[config.mk]
export PLATFORM = sky130hd
export DESIGN_NAME = mem_port_arbiter_flat
export DESIGN_NICKNAME = d
export VERILOG_FILES = /design/src/rtl/coproc_pkg.sv /design/src/rtl/mem_port_arbiter_if.sv /design/src/rtl/mem_port_arbiter_rr_priority_pick.sv /design/src/rtl/mem_port_arbiter.sv /design/src/flat_wrapper.sv
export SDC_FILE = /design/constraint.sdc
export NUM_CORES = 1
export LEC_CHECK = 0
export ABC_AREA = 1
export BUFFER_PORTS_ARGS = -buffer_cell sky130_fd_sc_hd__buf_2
export CORE_AREA = 2 2 93 95
export CTS_CLUSTER_SIZE = 20
export DETAILED_ROUTE_END_ITERATION = 8
export DIE_AREA = 0 0 95 97
export PLACE_DENSITY = 0.73
export SLEW_MARGIN = 40
export SYNTH_ARGS = -nofsm -noshare
export SYNTH_HDL_FRONTEND = slang
export SYNTH_HIERARCHICAL = 1
export SYNTH_SLANG_ARGS = --single-unit
[constraint.sdc]
create_clock -name clk -period 2.7 [get_ports clk]
set_input_delay 0.135 -clock clk [delete_from_list [all_inputs] [get_ports clk]]
set_output_delay 0.135 -clock clk [all_outputs]
set_load 0.01 [all_outputs]
[src/rtl/coproc_pkg.sv]
// Shared definitions for the coprocessor memory-port arbiter.
//   arb_state_t : arbiter state encoding (IDLE = no owner, OWNED = one owner)
//   ARB_FIXED / ARB_RR : arbitration mode selectors for RR_MODE
//   clog2       : ceiling log2, used to size index and counter fields
package coproc_pkg;

    typedef enum logic {
        ST_IDLE  = 1'b0,
        ST_OWNED = 1'b1
    } arb_state_t;

    localparam int ARB_FIXED = 0;
    localparam int ARB_RR    = 1;

    function automatic int clog2(input int value);
        int result;
        int v;
        result = 0;
        v      = value - 1;
        while (v > 0) begin
            result = result + 1;
            v      = v >> 1;
        end
        return result;
    endfunction

endpackage

[src/rtl/mem_port_arbiter_if.sv]
// Bundle of requester-side and memory-side signals of the shared-memory arbiter.
//   master : the processor array (drives requests, sees grants and read-valid)
//   slave  : the arbiter itself (consumes requests, drives grants and memory port)
// Requester i occupies slice i of the flattened address and write-data buses.
interface mem_port_arbiter_if
    import coproc_pkg::*;
#(
    parameter int NUMBER_OF_PROCESSORS = 4,
    parameter int WORD_SIZE            = 32,
    parameter int ADDR_WIDTH           = 10
) ();
    localparam int N  = NUMBER_OF_PROCESSORS;
    localparam int IW = clog2(NUMBER_OF_PROCESSORS);

    logic [N-1:0]              Requests;
    logic [N-1:0]              Locks;
    logic [N*ADDR_WIDTH-1:0]   Req_Address;
    logic [N*WORD_SIZE-1:0]    Req_Write_Data;
    logic [N-1:0]              Req_Read_Enable;
    logic [N-1:0]              Req_Write_Enable;

    logic [N-1:0]              Grants;
    logic [IW-1:0]             Grant_Index;
    logic [N-1:0]              Read_Valid;

    logic [ADDR_WIDTH-1:0]     Memory_Address;
    logic [WORD_SIZE-1:0]      Memory_Write_Data;
    logic                      Memory_Read_Enable;
    logic                      Memory_Write_Enable;

    modport master (
        output Requests, Locks, Req_Address, Req_Write_Data, Req_Read_Enable, Req_Write_Enable,
        input  Grants, Grant_Index, Read_Valid,
        input  Memory_Address, Memory_Write_Data, Memory_Read_Enable, Memory_Write_Enable
    );

    modport slave (
        input  Requests, Locks, Req_Address, Req_Write_Data, Req_Read_Enable, Req_Write_Enable,
        output Grants, Grant_Index, Read_Valid,
        output Memory_Address, Memory_Write_Data, Memory_Read_Enable, Memory_Write_Enable
    );
endinterface

[src/rtl/mem_port_arbiter_rr_priority_pick.sv]
// rr_priority_pick: combinational circular priority search.
//   req    : request vector
//   start  : index that has highest priority; search wraps past N-1 to 0
//   winner : one-hot first requester found (zero if none)
//   found  : at least one requester was present
// Fixed priority is obtained by tying start to 0.
module rr_priority_pick
    import coproc_pkg::*;
#(
    parameter int N  = 4,
    parameter int IW = clog2(N)
) (
    input  logic [N-1:0]  req,
    input  logic [IW-1:0] start,
    output logic [N-1:0]  winner,
    output logic          found
);
    always_comb begin
        int            pos;
        logic [IW-1:0] idx;
        winner = '0;
        found  = 1'b0;
        pos    = 0;
        idx    = '0;
        for (int off = 0; off < N; off++) begin
            pos = int'(start) + off;
            if (pos >= N) begin
                pos = pos - N;
            end
            idx = IW'(pos);
            if (!found && req[idx]) begin
                winner[idx] = 1'b1;
                found       = 1'b1;
            end
        end
    end
endmodule

[src/rtl/mem_port_arbiter.sv]
// mem_port_arbiter: grants one single-port memory to one of N requesters.
//   clk, reset : single clock, synchronous active-high reset
//   bus        : requester inputs (Requests, Locks, per-slice address/data/enables),
//                grant outputs (Grants, Grant_Index, Read_Valid) and the muxed
//                memory port (Memory_Address/Write_Data/Read_Enable/Write_Enable)
// Ownership lasts until the owner drops its request or its burst budget runs
// out with its lock clear; the next owner is chosen on that same edge.
module mem_port_arbiter
    import coproc_pkg::*;
#(
    parameter int NUMBER_OF_PROCESSORS = 4,
    parameter int WORD_SIZE            = 32,
    parameter int ADDR_WIDTH           = 10,
    parameter int MAX_BURST            = 8,
    parameter int RR_MODE              = ARB_RR
) (
    input  logic              clk,
    input  logic              reset,
    mem_port_arbiter_if.slave bus
);
    localparam int N  = NUMBER_OF_PROCESSORS;
    localparam int IW = clog2(N);
    localparam int BW = (clog2(MAX_BURST) < 1) ? 1 : clog2(MAX_BURST);
    localparam logic [BW-1:0] BURST_LAST = BW'(MAX_BURST - 1);

    arb_state_t    state_q, state_d;
    logic [IW-1:0] owner_q, owner_d;
    logic [BW-1:0] burst_q, burst_d;
    logic [IW-1:0] ptr_q, ptr_d;
    logic [N-1:0]  grants_q, grants_d;
    logic [N-1:0]  rvalid_q, rvalid_d;

    logic          owner_req;
    logic          owner_lock;
    logic          burst_done;
    logic          expiry;
    logic [N-1:0]  pick_req;
    logic [IW-1:0] pick_start;
    logic [N-1:0]  pick_onehot;
    logic          pick_found;
    logic [IW-1:0] pick_idx;
    logic          do_grant;
    logic [IW-1:0] grant_idx;

    assign owner_req  = bus.Requests[owner_q];
    assign owner_lock = bus.Locks[owner_q];
    assign burst_done = (burst_q == BURST_LAST);
    assign expiry     = (state_q == ST_OWNED) && owner_req && burst_done && !owner_lock;

    // In round-robin mode an expired owner steps aside so others get a turn;
    // in fixed mode it competes normally, so a lower index always keeps winning.
    always_comb begin
        pick_req = bus.Requests;
        if (RR_MODE == ARB_RR && expiry) begin
            pick_req[owner_q] = 1'b0;
        end
        if (RR_MODE == ARB_RR) begin
            pick_start = (ptr_q == IW'(N - 1)) ? '0 : ptr_q + 1'b1;
        end else begin
            pick_start = '0;
        end
    end

    rr_priority_pick #(.N(N), .IW(IW)) u_pick (
        .req    (pick_req),
        .start  (pick_start),
        .winner (pick_onehot),
        .found  (pick_found)
    );

    always_comb begin
        pick_idx = '0;
        for (int i = 0; i < N; i++) begin
            if (pick_onehot[i]) begin
                pick_idx = IW'(i);
            end
        end
    end

    always_comb begin
        state_d   = state_q;
        owner_d   = owner_q;
        burst_d   = burst_q;
        ptr_d     = ptr_q;
        grants_d  = grants_q;
        do_grant  = 1'b0;
        grant_idx = pick_idx;
        case (state_q)
            ST_IDLE: begin
                do_grant = pick_found;
            end
            ST_OWNED: begin
                if (!owner_req) begin
                    if (pick_found) begin
                        do_grant = 1'b1;
                    end else begin
                        state_d  = ST_IDLE;
                        owner_d  = '0;
                        burst_d  = '0;
                        grants_d = '0;
                    end
                end else if (expiry) begin
                    // Nobody else waiting: the owner is re-granted with a fresh budget.
                    do_grant  = 1'b1;
                    grant_idx = pick_found ? pick_idx : owner_q;
                end else if (!owner_lock && !burst_done) begin
                    burst_d = burst_q + 1'b1;
                end
            end
            default: begin
                state_d = ST_IDLE;
            end
        endcase
        if (do_grant) begin
            state_d             = ST_OWNED;
            owner_d             = grant_idx;
            burst_d             = '0;
            ptr_d               = grant_idx;
            grants_d            = '0;
            grants_d[grant_idx] = 1'b1;
        end
    end

    // The memory answers one cycle after the enable, so read-valid is the
    // granted read enable delayed by one edge.
    for (genvar gi = 0; gi < N; gi++) begin : g_rvalid
        assign rvalid_d[gi] = grants_q[gi] & bus.Req_Read_Enable[gi];
    end

    always_ff @(posedge clk) begin
        if (reset) begin
            state_q  <= ST_IDLE;
            owner_q  <= '0;
            burst_q  <= '0;
            ptr_q    <= IW'(N - 1);
            grants_q <= '0;
            rvalid_q <= '0;
        end else begin
            state_q  <= state_d;
            owner_q  <= owner_d;
            burst_q  <= burst_d;
            ptr_q    <= ptr_d;
            grants_q <= grants_d;
            rvalid_q <= rvalid_d;
        end
    end

    // owner_q is held at 0 whenever idle, so it doubles as the idle mux select.
    assign bus.Grants              = grants_q;
    assign bus.Grant_Index         = owner_q;
    assign bus.Read_Valid          = rvalid_q;
    assign bus.Memory_Address      = bus.Req_Address[int'(owner_q) * ADDR_WIDTH +: ADDR_WIDTH];
    assign bus.Memory_Write_Data   = bus.Req_Write_Data[int'(owner_q) * WORD_SIZE +: WORD_SIZE];
    assign bus.Memory_Read_Enable  = (state_q == ST_OWNED) & bus.Req_Read_Enable[owner_q];
    assign bus.Memory_Write_Enable = (state_q == ST_OWNED) & bus.Req_Write_Enable[owner_q];
endmodule

[src/flat_wrapper.sv]
// flat-port wrapper written by rule: the top's interface ports become plain ports
module mem_port_arbiter_flat import coproc_pkg::*;
#(
    parameter int NUMBER_OF_PROCESSORS = 4,
    parameter int WORD_SIZE            = 32,
    parameter int ADDR_WIDTH           = 10,
    parameter int MAX_BURST            = 8,
    parameter int RR_MODE              = ARB_RR
)
  (clk, reset, bus_Requests, bus_Locks, bus_Req_Address, bus_Req_Write_Data, bus_Req_Read_Enable, bus_Req_Write_Enable, bus_Grants, bus_Grant_Index, bus_Read_Valid, bus_Memory_Address, bus_Memory_Write_Data, bus_Memory_Read_Enable, bus_Memory_Write_Enable);
  mem_port_arbiter_if #(.NUMBER_OF_PROCESSORS(NUMBER_OF_PROCESSORS), .WORD_SIZE(WORD_SIZE), .ADDR_WIDTH(ADDR_WIDTH)) bus_i ();
  input  logic clk;
  input  logic reset;
  input wire logic [$bits(bus_i.Requests)-1:0] bus_Requests;
  input wire logic [$bits(bus_i.Locks)-1:0] bus_Locks;
  input wire logic [$bits(bus_i.Req_Address)-1:0] bus_Req_Address;
  input wire logic [$bits(bus_i.Req_Write_Data)-1:0] bus_Req_Write_Data;
  input wire logic [$bits(bus_i.Req_Read_Enable)-1:0] bus_Req_Read_Enable;
  input wire logic [$bits(bus_i.Req_Write_Enable)-1:0] bus_Req_Write_Enable;
  output wire logic [$bits(bus_i.Grants)-1:0] bus_Grants;
  output wire logic [$bits(bus_i.Grant_Index)-1:0] bus_Grant_Index;
  output wire logic [$bits(bus_i.Read_Valid)-1:0] bus_Read_Valid;
  output wire logic [$bits(bus_i.Memory_Address)-1:0] bus_Memory_Address;
  output wire logic [$bits(bus_i.Memory_Write_Data)-1:0] bus_Memory_Write_Data;
  output wire logic [$bits(bus_i.Memory_Read_Enable)-1:0] bus_Memory_Read_Enable;
  output wire logic [$bits(bus_i.Memory_Write_Enable)-1:0] bus_Memory_Write_Enable;
  assign bus_i.Requests = bus_Requests;
  assign bus_i.Locks = bus_Locks;
  assign bus_i.Req_Address = bus_Req_Address;
  assign bus_i.Req_Write_Data = bus_Req_Write_Data;
  assign bus_i.Req_Read_Enable = bus_Req_Read_Enable;
  assign bus_i.Req_Write_Enable = bus_Req_Write_Enable;
  assign bus_Grants = bus_i.Grants;
  assign bus_Grant_Index = bus_i.Grant_Index;
  assign bus_Read_Valid = bus_i.Read_Valid;
  assign bus_Memory_Address = bus_i.Memory_Address;
  assign bus_Memory_Write_Data = bus_i.Memory_Write_Data;
  assign bus_Memory_Read_Enable = bus_i.Memory_Read_Enable;
  assign bus_Memory_Write_Enable = bus_i.Memory_Write_Enable;
  mem_port_arbiter #(.NUMBER_OF_PROCESSORS(NUMBER_OF_PROCESSORS), .WORD_SIZE(WORD_SIZE), .ADDR_WIDTH(ADDR_WIDTH), .MAX_BURST(MAX_BURST), .RR_MODE(RR_MODE)) u_core (.clk(clk), .reset(reset), .bus(bus_i));
endmodule
* Yosys cells after proc, flatten, opt, wreduce, memory -nomap -nowiden
Cells that the tools add are included.
Storage, ports and cells: register bits 16, input port bits 186, logic and storage cells 143
Cells by class: add/subtract/negate cells 9, $mul 1, order comparisons 16, equal/unequal tests 7, shifts and indexed selects 2, mux-type cells 68, bitwise operators 12, reduce and logical (&&, ||, !) cells 22
Operators with widths (number):
- $shiftx A128 B8 Y32 | 1
- $shiftx A40 B32 Y10 | 1
- $mux W4 | 9
- $mux W2 | 15
- $mux W1 | 25
- $lt A2 B3 Y1 const B | 6
- $bmux W1 S2 | 8
- $logic_and A1 B1 Y1 | 13
- $demux W1 S2 | 6
- $ge A2 B1 Y1 const B | 6
- $mux W3 | 4
- $or A4 B4 Y4 | 3
- $ge A3 B3 Y1 const B | 3
- $ne A2 B2 Y1 const B | 4
- $sub A2 B1 Y2 const B | 4
- $add A2 B2 Y3 const B | 2
- $and A1 B1 Y1 | 6
- $logic_not A1 Y1 | 5
- $mul A2 B3 Y5 const B | 1
- $and A4 B4 Y4 | 1
- $not A4 Y4 | 1
- $reduce_and A4 Y1 | 1
- $add A2 B1 Y3 const B | 1
- $add A3 B1 Y3 const B | 1
- 10 further kinds | 10

* Logic depth before layout (Yosys ltp)
word-level depth 31, depth in mapped cells 28, mapped depth without buffers 27

* Hierarchy
The synthesis kept the hierarchy.
Modules (own cells, without submodules):
- mem_port_arbiter | instances 1, cells an instance 369, area each 2123.3 µm²
- rr_priority_pick | instances 1, cells an instance 76, area each 424.2 µm²

* Worst setup path after synthesis
No wires, ideal clock.
path type register to register, start register u_core.ptr_q[0], end register u_core.grants_q[3] (netlist: u_core/bus.Grants[3]), library setup time 0.112 ns, arrival 2.573 ns, setup slack 0.015 ns, cell stages (with the launch flop) 19, clock period less this slack 2.685 ns, cells stage by stage dfxtp_1 > ha_1 > nor2_1 > inv_2 > ha_1 > inv_1 > nand3_1 > nand2_1 > nand2_4 > nor2_4 > nand2_1 > inv_1 > nand2_1 > nand2_1 > nand3_1 > nand2_1 > nor2_1 > nand2_1 > nand2_1
Between the ends: elaborated cells between the ends (all ways) 83
RTL lines:
- start: declaration | RTL line mem_port_arbiter.sv:29 | logic [IW-1:0] ptr_q, ptr_d;
- start signal: assignment | RTL line mem_port_arbiter.sv:135 | ptr_q <= IW'(N - 1);
- start signal: assignment | RTL line mem_port_arbiter.sv:142 | ptr_q <= ptr_d;
- $add A2 B1 Y2 or $eq A2 B2 Y1 (tied branches) | RTL line mem_port_arbiter.sv:58 | pick_start = (ptr_q == IW'(N - 1)) ? '0 : ptr_q + 1'b1;
- $mux W2 * | RTL line mem_port_arbiter.sv:58
- named net u_core.pick_start[0] | RTL line mem_port_arbiter.sv:38 | logic [IW-1:0] pick_start;
- parallel branches: the longest is 13 deep, another holds $add A2 B1 Y3
- $mux W1 * | RTL line mem_port_arbiter_rr_priority_pick.sv:31 | if (!found && req[idx]) begin
- named net u_core.pick_found | RTL line mem_port_arbiter.sv:40 | logic pick_found;
- $mux W2 | RTL line mem_port_arbiter.sv:105 | grant_idx = pick_found ? pick_idx : owner_q;
- $mux W2 | RTL line mem_port_arbiter.sv:102 | end else if (expiry) begin
- $mux W2 | RTL line mem_port_arbiter.sv:93 | if (!owner_req) begin
- $mux W2 | RTL line mem_port_arbiter.sv:88 | case (state_q)
- $lt A2 B3 Y1 (implied by the code) or $ge A2 B1 Y1 (tied branches) | RTL line mem_port_arbiter.sv:120 | grants_d[grant_idx] = 1'b1;
- $logic_and A1 B1 Y1 (implied by the code) | RTL line mem_port_arbiter.sv:120
- $mux W1 (implied by the code) | RTL line mem_port_arbiter.sv:120
- $demux W1 S2
- $mux W4 | RTL line mem_port_arbiter.sv:114 | if (do_grant) begin
- end signal: assignment | RTL line mem_port_arbiter.sv:143 | grants_q <= grants_d;
- end: declaration | RTL line mem_port_arbiter.sv:30 | logic [N-1:0] grants_q, grants_d;
Mark *: on every way through the listed nets, which the timed path passes. The select of a mux whose other input is x is not followed. A chain may end at the register's enable or synchronous reset.

* Worst setup path after layout
start register u_core.burst_q[0], end register u_core.ptr_q[0]
Between the ends: elaborated cells between the ends (all ways) 40
RTL lines:
- start: declaration | RTL line mem_port_arbiter.sv:28 | logic [BW-1:0] burst_q, burst_d;
- start signal: assignment | RTL line mem_port_arbiter.sv:141 | burst_q <= burst_d;
- $eq A3 B3 Y1 * | RTL line mem_port_arbiter.sv:47 | assign burst_done = (burst_q == BURST_LAST);
- $logic_and A1 B1 Y1 * (2 in series) | RTL line mem_port_arbiter.sv:48 | assign expiry = (state_q == ST_OWNED) && owner_req && burst_done && !owner_lock;
- $mux W4 * | RTL line mem_port_arbiter.sv:54 | if (RR_MODE == ARB_RR && expiry) begin
- named net u_core.pick_req[3] | RTL line mem_port_arbiter.sv:37 | logic [N-1:0] pick_req;
- $bmux W1 S2 | RTL line mem_port_arbiter_rr_priority_pick.sv:31
- $mux W1 (implied by the code) | RTL line mem_port_arbiter_rr_priority_pick.sv:31
- $mux W1 | RTL line mem_port_arbiter_rr_priority_pick.sv:31
- $logic_not A1 Y1 | RTL line mem_port_arbiter_rr_priority_pick.sv:31
- [6 not listed]
- $logic_and A1 B1 Y1 | RTL line mem_port_arbiter_rr_priority_pick.sv:31
- $mux W4 * | RTL line mem_port_arbiter_rr_priority_pick.sv:31
- named net u_core.pick_onehot[2] | RTL line mem_port_arbiter.sv:39 | logic [N-1:0] pick_onehot;
- $mux W2 * (2 in series) | RTL line mem_port_arbiter.sv:74 | if (pick_onehot[i]) begin
- $mux W2 | RTL line mem_port_arbiter.sv:105
- $mux W2 | RTL line mem_port_arbiter.sv:102
- $mux W2 | RTL line mem_port_arbiter.sv:93
- $mux W2 * | RTL line mem_port_arbiter.sv:88
The timed path passes the listed nets; every way through them passes the cells marked *. The select of a mux whose other input is x is not followed.

==> results.md <==
- First-pass GRT wire length: 18100 microns
- # setup viols final: 0
- Switching Power: 2.24 mW
- Maxcap violations: 0
- FP Rows: 33
- Hpwl dp: 9340 microns
- Placed Area: 0.00383 sq mm
- First drt pass iteration count: 5
- Worst Setup Start Kind: register
- Clock Latency Late Sink: 0.25 ns
- TritonCTS clock tree: built
- WP data required: 2.83 ns
- Pin count of the biggest net entering global routing: 47
- # H-tree levels: 1
- Antenna violations before repair: 1
- Die Height: 97 microns
- GP Congestion: 1.00
- Post-Route Setup TNS: 0 ns
- Total power: 3.95 mW
- Root Driver: clkbuf_8
- Final net count: 875
- # clock sinks: 16
- Hold path start: bus_Req_Read_Enable[1]
- Worst-case clock buffer depth: 2
- Routed Antenna Nets: 0
- Placed instance count: 769
- Total CTS buffers: 3
- Comb pwr share: 85.5%
- Synthesis warning total: 6
- Outcome: finished clean
- DR vias/cell: 5.22
- Sw frac: 56.8%
- Slew @ Worst Pin: 0.496 ns
- Ant diodes: 0
- Post-Layout Cell Count: 784
- Worst-path maximum fanout: 5
- Iteration-0 DRC Markers: 293
- Via count: 4093
- # IOs: 240
- Reg power frac: 9.1%
- Final Max Slew Viols: 0
- CP Data Arrival Time: 2.81 ns
- Area Overhead vs Synth: 67.3%
- Fmax achieved: 0.374 GHz
- Power density over the cells: 940 mW/mm^2
- Mapped Cells: 437
- Clock power frac: 5.4%
- CP Class: register to register
- Fin crit share: 99.1%
- Leak: 2.21 nW
- Design area: 0.00421 sq mm
- Crit path time final: 2.68 ns
- Hold slack: 0.114 ns
- CTS Hold Bufs: 0
- Post-Synthesis Cell Area: 0.00251 sq mm
- CP Capture Type: register
- CP cell instances: ha_4 -> ha_4 -> nand2_4 -> inv_4 -> nand2_2 -> o31ai_2 -> inv_1 -> nand2_2 -> nand3_4 -> nand2_4 -> nand2_4 -> nor2_4 -> nand3_2 -> nand2_4 -> inv_2 -> nand2_2 -> nand3_1 -> nand2_1 -> inv_1 -> nand3_2 -> nand2_1 -> nand2_2 -> nand3_1
- Initial core utilization: 30.9%
- GRT overflow: 0
- Share of cells above drive strength 1: 50.7%
- Slowest CP cell: dfxtp_4
- Largest stage delay on the critical path: 0.37 ns
- Final hold vios: 0
- # DRC: 0
- WL/cell: 15.6 microns
- Core ar.: 0.00813 sq mm
- Maximum vdd ir drop: 0.000365 V
- Mapped Avg Cell Area: 5.75 sq um
- Vias in the first global route: 3957
- Internal power: 1.71 mW
- Worst hold path endpoint: u_core/bus.Read_Valid[1]$_SDFF_PP0_
- Die span in x: 95 microns
- Max Clock Skew: 0.00227 ns
- Reg-to-Reg Start: u_core/burst_q[0]$_SDFFE_PP0P_
- Port-buffer cells: 239
- Fillers: 830
- Die Area: 0.00922 sq mm
- Total Routing Usage GR: 23.9%
- Slew margin rel.: 66.9%
- Reg-to-reg slack, setup: 0.02 ns
- Worst reg2reg path depth: 23
- Syn Nets: 632
- Drt total wl: 12300 microns
- Worst reg2reg endpoint: u_core/ptr_q[0]$_SDFFE_PP1P_
- Clock Pin Slew Worst Setup and Hold Paths: 0.06 ns
- Min-Delay Path Depth: 3
- Worst Hold Class: input pin to register
how the worst max path moves through the flow:
stage	start	endpoint	slack, ns	cells past startpoint
finish	u_core/burst_q[0]$_SDFFE_PP0P_	u_core/ptr_q[0]$_SDFFE_PP1P_	0.02	23
global route	u_core/burst_q[0]$_SDFFE_PP0P_	u_core/ptr_q[0]$_SDFFE_PP1P_	-0.11	23
CTS	u_core/bus.Grant_Index[0]$_SDFFE_PP0P_	u_core/ptr_q[0]$_SDFFE_PP1P_	0.003	21
detailed placement	u_core/bus.Grant_Index[0]$_SDFFE_PP0P_	u_core/ptr_q[0]$_SDFFE_PP1P_	0.04	21
global placement	u_core/bus.Grant_Index[0]$_SDFFE_PP0P_	u_core/bus.Grants[1]$_SDFFE_PP0P_	0.12	21
floorplan	u_core/ptr_q[0]$_SDFFE_PP1P_	u_core/bus.Grants[3]$_SDFFE_PP0P_	0.03	18
through the flow:
stage / util [%] / setup WS [ns]
5_1_grt: 51.7 / -0.105
2_1_floorplan: - / 0.0298
6_report: 51.7 / 0.0246
3_3_place_gp: 47.1 / 0.115
4_1_cts: 47.7 / 0.00323
3_5_place_dp: 47.1 / 0.0363
flip-flops by register name, summed over array words and instances, names as in the netlist:
register and count:
u_core/bus.Grant_Index 2, u_core/ptr_q 2, u_core/bus.Read_Valid 4, u_core/burst_q 3, u_core/state_q 1, u_core/bus.Grants 4
power groups by stage:
| stage | sequential [mW] | clock [mW] | combinational [mW] |
|---|---|---|---|
| final | 0.360 | 0.213 | 3.38 |
| after global routing | 0.368 | 0.224 | 3.68 |
| after CTS | 0.350 | 0.216 | 2.88 |
| after detailed placement | 0.355 | 0 | 2.86 |
| after global placement | 0.355 | 0 | 2.81 |
| after floorplan | 0.340 | 0 | 1.96 |
cell type report:
| type | count | area, sq um | share of cell area, % |
|---|---|---|---|
| multi-input cells | 368 | 2150 | 51.1 |
| inverters | 26 | 108 | 2.56 |
| clock buffers | 4 | 55.1 | 1.31 |
| flip-flops and latches | 16 | 333 | 7.91 |
| repair buffers | 265 | 1430 | 33.9 |
| well taps | 105 | 131 | 3.12 |
critical path: cells and delay by family (launching register included):
family	cells	cell delay, ns
and+or+nand+nor	16	1.38
AOI/OAI and AO/OA	1	0.23
DFF	1	0.37
buffers and inverters	4	0.30
adders and majority gates	2	0.27
cells in the final DEF, fill, tap and decap left out, types with 7 or more instances in the layout:
master	instances
buf_2	239
nand2_1	119
nand3_1	110
a22oi_1	43
nand2_2	22
buf_4	21
inv_1	18
nor2_1	16
dfxtp_1	12
nor2_4	9
nand3_2	7
metal layers:
metal  global-route usage [%]  part of all wire, %  vias to the layer above
met5                        0                0.057                        -
met4                     3.57                  1.4                        2
met3                     4.83                  7.3                       27
met2                     43.2                   52                      200
met1                     29.4                   40                     1884
li1                         -                    -                     1980
repair_timing:
| action | CTS | global route |
|---|---|---|
| setup buffers | 0 | 11 |
| gates resized for setup | 0 | 61 |
| endpoints found under the setup margin | 0 | 11 |
Power figures use the tool's default switching activity.
